===== src/rtl/fetch_pkg.sv =====
`default_nettype none
// ============================================================================
//  Module      : fetch_pkg
//  Description : Shared types and constants for the instruction-fetch
//                controller: FSM state encoding, instruction width, PC
//                increment, and a small alignment helper.
//  Ports       : none (package)
//  Revision    : 1.0  initial release
// ============================================================================
package fetch_pkg;

  // Fetch controller states.
  typedef enum logic [1:0] {
    IDLE  = 2'd0,
    FETCH = 2'd1,
    ERR   = 2'd2
  } fetch_state_e;

  localparam int INSTR_W = 32;
  localparam int PC_INC  = 4;

  // Instructions are word aligned, so any nonzero low bits in a target
  // are unrecoverable.
  function automatic logic is_misaligned(input logic [1:0] addr_lsb);
    return (addr_lsb != 2'b00);
  endfunction

endpackage
`default_nettype wire


===== src/rtl/fetch_outbuf.sv =====
`default_nettype none
// ============================================================================
//  Module      : fetch_outbuf
//  Description : One-entry valid/stall buffer between the fetch controller
//                and decode. Holds the fetched instruction and its PC.
//                Priority of controls: flush > load > handoff.
//  Ports       : clk, reset (sync, active-low)
//                load_i   - capture instr_i/pc_i, mark valid
//                flush_i  - drop contents (redirect or error)
//                stall_i  - decode cannot accept this cycle
//                instr_i, pc_i      - data to capture
//                instr_o, pc_o, valid_o - buffer contents toward decode
//                free_o   - buffer can take a new entry at the next edge
//  Revision    : 1.0  initial release
// ============================================================================
module fetch_outbuf
  import fetch_pkg::*;
#(
  parameter int N = 64
) (
  input  logic               clk,
  input  logic               reset,
  input  logic               load_i,
  input  logic               flush_i,
  input  logic               stall_i,
  input  logic [INSTR_W-1:0] instr_i,
  input  logic [N-1:0]       pc_i,
  output logic [INSTR_W-1:0] instr_o,
  output logic [N-1:0]       pc_o,
  output logic               valid_o,
  output logic               free_o
);

  logic               valid_q, valid_d;
  logic [INSTR_W-1:0] instr_q, instr_d;
  logic [N-1:0]       pc_q,    pc_d;
  logic               w_handoff;

  // Decode takes the entry this cycle.
  assign w_handoff = valid_q && !stall_i;
  // Free when empty, or when the current entry leaves at this edge.
  assign free_o    = !valid_q || w_handoff;

  always_comb begin
    valid_d = valid_q;
    instr_d = instr_q;
    pc_d    = pc_q;
    if (w_handoff) begin
      valid_d = 1'b0;
    end
    if (load_i) begin
      valid_d = 1'b1;
      instr_d = instr_i;
      pc_d    = pc_i;
    end
    // A flush in the same cycle as a handoff still lets decode take the
    // entry; the buffer is simply left empty afterwards.
    if (flush_i) begin
      valid_d = 1'b0;
    end
  end

  always_ff @(posedge clk) begin
    if (!reset) begin
      valid_q <= 1'b0;
      instr_q <= '0;
      pc_q    <= '0;
    end else begin
      valid_q <= valid_d;
      instr_q <= instr_d;
      pc_q    <= pc_d;
    end
  end

  assign instr_o = instr_q;
  assign pc_o    = pc_q;
  assign valid_o = valid_q;

endmodule
`default_nettype wire


===== src/rtl/fetch_ctrl.sv =====
`default_nettype none
// ============================================================================
//  Module      : fetch_ctrl
//  Description : Instruction-fetch sequencer. Owns the PC, issues sequential
//                and redirected fetches over a req/ack handshake to a
//                variable-latency instruction memory, squashes in-flight
//                fetches on redirect and feeds decode through a one-entry
//                buffer. Timeouts and misaligned targets lock into a sticky
//                error state until reset.
//  Ports       : clk, reset (sync, active-low)
//                PCSrc_F, PCBranch_F     - redirect request / target
//                stall_D                 - decode backpressure
//                imem_req, imem_addr     - memory request / address
//                imem_ack, imem_rdata    - memory response
//                instr_D, pc_D, valid_D  - buffered instruction to decode
//                fetch_err               - sticky error flag
//  Revision    : 1.0  initial release
// ============================================================================
module fetch_ctrl
  import fetch_pkg::*;
#(
  parameter int             N        = 64,
  parameter logic [N-1:0]   RESET_PC = '0,
  parameter int             MAX_WAIT = 15
) (
  input  logic               clk,
  input  logic               reset,
  input  logic               PCSrc_F,
  input  logic [N-1:0]       PCBranch_F,
  input  logic               stall_D,
  output logic               imem_req,
  output logic [N-1:0]       imem_addr,
  input  logic               imem_ack,
  input  logic [INSTR_W-1:0] imem_rdata,
  output logic [INSTR_W-1:0] instr_D,
  output logic [N-1:0]       pc_D,
  output logic               valid_D,
  output logic               fetch_err
);

  localparam int                c_WAIT_W   = $clog2(MAX_WAIT + 1);
  localparam logic [c_WAIT_W-1:0] c_MAX_WAIT = c_WAIT_W'(MAX_WAIT);

  fetch_state_e         state_q, state_d;
  logic [N-1:0]         pc_q, pc_d;
  logic [N-1:0]         redir_tgt_q, redir_tgt_d;
  logic                 redir_pend_q, redir_pend_d;
  logic                 busy_q, busy_d;        // request issued, not yet acked
  logic [c_WAIT_W-1:0]  wait_cnt_q, wait_cnt_d;

  logic                 w_buf_free;
  logic                 w_buf_load;
  logic                 w_buf_flush;
  logic                 w_redir;
  logic                 w_misalign;
  logic                 w_timeout;
  logic [c_WAIT_W-1:0]  w_wait_inc;

  // Redirects are ignored once the error state is entered.
  assign w_redir    = PCSrc_F && (state_q != ERR);
  assign w_misalign = w_redir && is_misaligned(PCBranch_F[1:0]);
  assign w_wait_inc = wait_cnt_q + 1'b1;
  assign w_timeout  = imem_req && !imem_ack && (w_wait_inc == c_MAX_WAIT);

  // --------------------------------------------------------------------------
  // FSM: state register
  // --------------------------------------------------------------------------
  always_ff @(posedge clk) begin
    if (!reset) begin
      state_q <= IDLE;
    end else begin
      state_q <= state_d;
    end
  end

  // --------------------------------------------------------------------------
  // FSM: next state
  // --------------------------------------------------------------------------
  always_comb begin
    state_d = state_q;
    unique case (state_q)
      IDLE:    state_d = w_misalign ? ERR : FETCH;
      FETCH:   if (w_misalign || w_timeout) state_d = ERR;
      ERR:     state_d = ERR;
      default: state_d = ERR;
    endcase
  end

  // --------------------------------------------------------------------------
  // FSM: outputs
  // --------------------------------------------------------------------------
  // A request already on the bus stays up regardless of stall; a new one
  // only starts when the output buffer can take its result.
  always_comb begin
    imem_req  = 1'b0;
    fetch_err = 1'b0;
    unique case (state_q)
      FETCH:   imem_req  = busy_q || w_buf_free;
      ERR:     fetch_err = 1'b1;
      default: ;
    endcase
  end

  // The PC only moves on ack or on a redirect with nothing on the bus, so
  // it doubles as a stable request address.
  assign imem_addr = pc_q;

  // --------------------------------------------------------------------------
  // PC / redirect / wait-counter next state
  // --------------------------------------------------------------------------
  always_comb begin
    pc_d         = pc_q;
    redir_tgt_d  = redir_tgt_q;
    redir_pend_d = redir_pend_q;
    busy_d       = busy_q;
    wait_cnt_d   = wait_cnt_q;
    w_buf_load   = 1'b0;

    if (imem_req) begin
      if (imem_ack) begin
        busy_d     = 1'b0;
        wait_cnt_d = '0;
        if (w_redir) begin
          // Redirect coincides with the ack: newest target wins, data dropped.
          pc_d         = PCBranch_F;
          redir_pend_d = 1'b0;
        end else if (redir_pend_q) begin
          // Squashed fetch finally returned: drop it and jump.
          pc_d         = redir_tgt_q;
          redir_pend_d = 1'b0;
        end else begin
          pc_d       = pc_q + N'(PC_INC);
          w_buf_load = 1'b1;
        end
      end else begin
        busy_d     = 1'b1;
        wait_cnt_d = w_wait_inc;
        if (w_redir) begin
          // Cannot abandon the bus; remember where to go once it completes.
          redir_pend_d = 1'b1;
          redir_tgt_d  = PCBranch_F;
        end
      end
    end else if (w_redir) begin
      pc_d = PCBranch_F;
    end
  end

  assign w_buf_flush = w_redir || (state_d == ERR);

  always_ff @(posedge clk) begin
    if (!reset) begin
      pc_q         <= RESET_PC;
      redir_tgt_q  <= '0;
      redir_pend_q <= 1'b0;
      busy_q       <= 1'b0;
      wait_cnt_q   <= '0;
    end else begin
      pc_q         <= pc_d;
      redir_tgt_q  <= redir_tgt_d;
      redir_pend_q <= redir_pend_d;
      busy_q       <= busy_d;
      wait_cnt_q   <= wait_cnt_d;
    end
  end

  // --------------------------------------------------------------------------
  // Output buffer toward decode
  // --------------------------------------------------------------------------
  fetch_outbuf #(
    .N (N)
  ) u_outbuf (
    .clk     (clk),
    .reset   (reset),
    .load_i  (w_buf_load),
    .flush_i (w_buf_flush),
    .stall_i (stall_D),
    .instr_i (imem_rdata),
    .pc_i    (pc_q),
    .instr_o (instr_D),
    .pc_o    (pc_D),
    .valid_o (valid_D),
    .free_o  (w_buf_free)
  );

endmodule
`default_nettype wire

===== config.mk =====
export PLATFORM = sky130hd
export DESIGN_NAME = fetch_ctrl
export DESIGN_NICKNAME = d
export VERILOG_FILES = /design/src/rtl/fetch_pkg.sv /design/src/rtl/fetch_outbuf.sv /design/src/rtl/fetch_ctrl.sv
export SDC_FILE = /design/constraint.sdc
export NUM_CORES = 1
export LEC_CHECK = 0
export ABC_AREA = 1
export ABC_CLOCK_PERIOD_IN_PS = 4900
export BUFFER_PORTS_ARGS = -buffer_cell sky130_fd_sc_hd__buf_4
export CAP_MARGIN = 20
export CORE_ASPECT_RATIO = 0.7
export CORE_MARGIN = 3
export CORE_UTILIZATION = 50
export DETAILED_ROUTE_END_ITERATION = 7
export PLACE_DENSITY = 0.82
export SLEW_MARGIN = 10
export SYNTH_ARGS = -nofsm -noshare
export SYNTH_HDL_FRONTEND = slang
export SYNTH_SLANG_ARGS = --single-unit

===== constraint.sdc =====
create_clock -name clk -period 4.9 [get_ports clk]
set_input_delay 0.245 -clock clk [delete_from_list [all_inputs] [get_ports clk]]
set_output_delay 0.245 -clock clk [all_outputs]
set_load 0.05 [all_outputs]

==> out/results.ini <==
[clock_tree]
clk_pin_slew_worst_paths_ps = 70
cts_tree = built
h-tree-depth = 1
clk_latency_ps = 520
clkSinkCount = 233
post-cts-setup-buffers = 0
cts_made_buffers = 23
clockBufferDepth = 3
clockRootBuffer = clkbuf_16

[power_and_ir_drop]
p_seq_frac = 0.435
power_frac_comb = 0.200
power.density_nw_per_um2 = 341
pwr-share-clk = 0.365
ir_worst_vdd_mv = 0.272
p_leak_nw = 5.78
intPower_mw = 3.31
switching_power_mw = 1.58
switching_share = 0.322

[routing]
drc = 0
vias = 12400
postRouteAntennaNets = 0
wl_um = 40800
drt_iter0_markers = 1339
firstDrtPassIters = 6
vias_per_cell = 5.71
wire_per_inst_um = 18.7

[synthesis]
synthCells = 1648
yosys_warnings = 0
yosys.area_share.simple = 0.218
syn_nets = 1752
synth_top_family_by_area = compound AO/OA/AOI/OAI gates
synth_seq_area_share = 0.412
synth_edf_count = 0
synth_compound_area_frac = 0.262
synth_mux_area_frac = 0
avgSynthCellArea_sq_um = 6.87
synth_area_sq_um = 11300
synth_adder_area_share = 0.00332
yosys.area.top_type = dfxtp_1
dominantRegCellSynth = dfxtp_1
synth-seq-cells = 233
synth_top_area_share = 0.412
ys_async_sr_fraction = 0
synthXorXnorAreaFrac = 0.0155
synthTopCellsByArea = dfxtp_1, a21oi_1, o21ai_0
ys_types = 32

[timing]
fmax_mhz = 328
final-max-slew-violation-count = 0
fin_ws_ps = 1850
slew_headroom = 0.270
setup_viol = 0
worst_pin_slew_ps = 1090
rsz0062_at_grt = no
period_minus_slack_ps = 3050
fin_crit_sh = 0.622
fin_skew_ps = 19.6
hold_viol_final = 0
setup_tns_ps = 0

[setup_path]
critPathTopFamily = buffers and inverters
start_kind = register
crit_required_ps = 5330
max_stage_delay_ps = 760
slowest_stage = clkinv_2
crit_type = register to register
path_cells = inv_2 -> nor2_2 -> o21ai_4 -> nor2_4 -> buf_4 -> clkinv_2 -> buf_4 -> a21oi_1 -> nand2_1 -> a21oi_1
cp_num_buf_inv = 4
crit_arrival_ps = 3480
worstSetupEndpointType = register
crit_fanout = 51

[finish]
area_delta_synth_final_pct = 26.6
layout-drive-gt1-share = 0.206
num_antenna_cells = 0
mostFrequentLayoutCells = buf_4, nand2_1, a21oi_1
fill_cells = 1936
final_common_cell = buf_4
final_nets = 1983

[status]
status = completed

[grt]
overflow = 0
grt_usage = 0.318
antenna_found_initial = 0
grt_max_degree = 102
first_global_vias = 11600
grt_pass1_wl_um = 63300

[die]
die_y_um = 132
die_area_sq_um = 24500
fp.dieW_um = 186
fp.coreArea_sq_um = 22000
row_count = 45
ios = 264
start_util = 0.516

[placed_design]
dpl_worst_slack_ps = 1980
port_buffers = 263
hpwl_um = 28700
routabilityCongestion = 1.00

[hold_path]
min_path_type = input pin to register

[flow_run]
maxCapViolations = 0

## cells by family after synthesis
family / count (synthesis)
DFF: 233
AOI/OAI and AO/OA: 545
and+or+nand+nor: 602
adders and majority gates: 3
xor gates and xnor gates: 20
buffers and inverters: 245
## through the flow
stage / area (sq um) / power [mW] / instances / hold slack, ps / utilization
final: 14300 / 4.89 / 2178 / 3.02 / 0.653
after floorplan: 11300 / 2.76 / 1648 / 391 / -
after global placement: 13300 / 3.08 / 2106 / 435 / 0.605
after detailed placement: 13300 / 3.10 / 2106 / 443 / 0.605
after CTS: 14300 / 4.88 / 2178 / 0.708 / 0.653
after global routing: 14300 / 5.05 / 2178 / 9.66 / 0.653
## flip-flops by register name (all words and copies together), names as in the netlist
signal / flops
u_outbuf.valid_o: 1
state_q: 2
imem_addr: 64
u_outbuf.pc_o: 64
wait_cnt_q: 4
redir_pend_q: 1
u_outbuf.instr_o: 32
busy_q: 1
redir_tgt_q: 64
## path summary, 6_finish.rpt
| check | end | from | depth (start not counted) | slack, ps |
|---|---|---|---|---|
| worst max-delay path | imem_addr[37]$_SDFFE_PN0P_ | state_q[0]$_SDFF_PN0_ | 10 | 1850 |
| worst min-delay path | u_outbuf.instr_o[11]$_SDFFE_PN0P_ | imem_rdata[11] | 3 | 3 |
| worst max register to register | imem_addr[37]$_SDFFE_PN0P_ | state_q[0]$_SDFF_PN0_ | 10 | 1850 |
| worst min register to register | redir_tgt_q[54]$_SDFFE_PN0P_ | redir_tgt_q[54]$_SDFFE_PN0P_ | 2 | 450 |
## metal layers
layer,part of all wire,GRT usage,vias up
met3,0.10,0.0615,102
met4,0.034,0.103,0
met1,0.44,0.456,5774
met2,0.43,0.482,647
li1,-,-,5921
met5,0,0,-
## area by class of cell
cell class | instances | area (sq um) | share of cell area
Timing Repair Buffer | 304 | 2360 | 0.164
Sequential cell | 233 | 4670 | 0.326
Multi-Input combinational cell | 1170 | 5660 | 0.395
Clock buffer | 32 | 629 | 0.0439
Clock inverter | 10 | 114 | 0.00794
Inverter | 147 | 556 | 0.0388
Tap cell | 282 | 353 | 0.0246
## what timing repair did
item / CTS / global route
endpoints found under the hold margin: 30 / 0
hold buffers: 30 / 0
gates resized for setup: 0 / 0
## tightest hold or removal path, cell delays in order
cell and delay, ps:
buf_4 80, o21ai_0 80, nor2_1 80
## synth_stat cells, types with 3 or more instances
cell and count:
a21oi_1 234, xnor2_1 4, nand3_1 77, nor2_4 4, ha_1 3, inv_2 15, buf_6 4, o21ai_1 35
nand2_2 3, nor2_1 216, o22ai_1 5, xor2_1 16, buf_2 28, dfxtp_1 233, buf_1 6, nor2_2 9
nor3_1 3, a21oi_2 45, o21ai_0 206, buf_4 6, inv_1 131, clkbuf_1 54, nand4_1 17, o211ai_1 16
nand2_1 270
## power by group through the flow
stage               registers, mW  clock network, mW  logic, mW
finish                       2.12               1.78      0.978
floorplan                    2.40                  0      0.361
global route                 2.14               1.87       1.05
detailed placement           2.16                  0      0.941
CTS                          2.12               1.79      0.965
global placement             2.16                  0      0.926
Note: power is estimated with default switching activity, not from simulation.
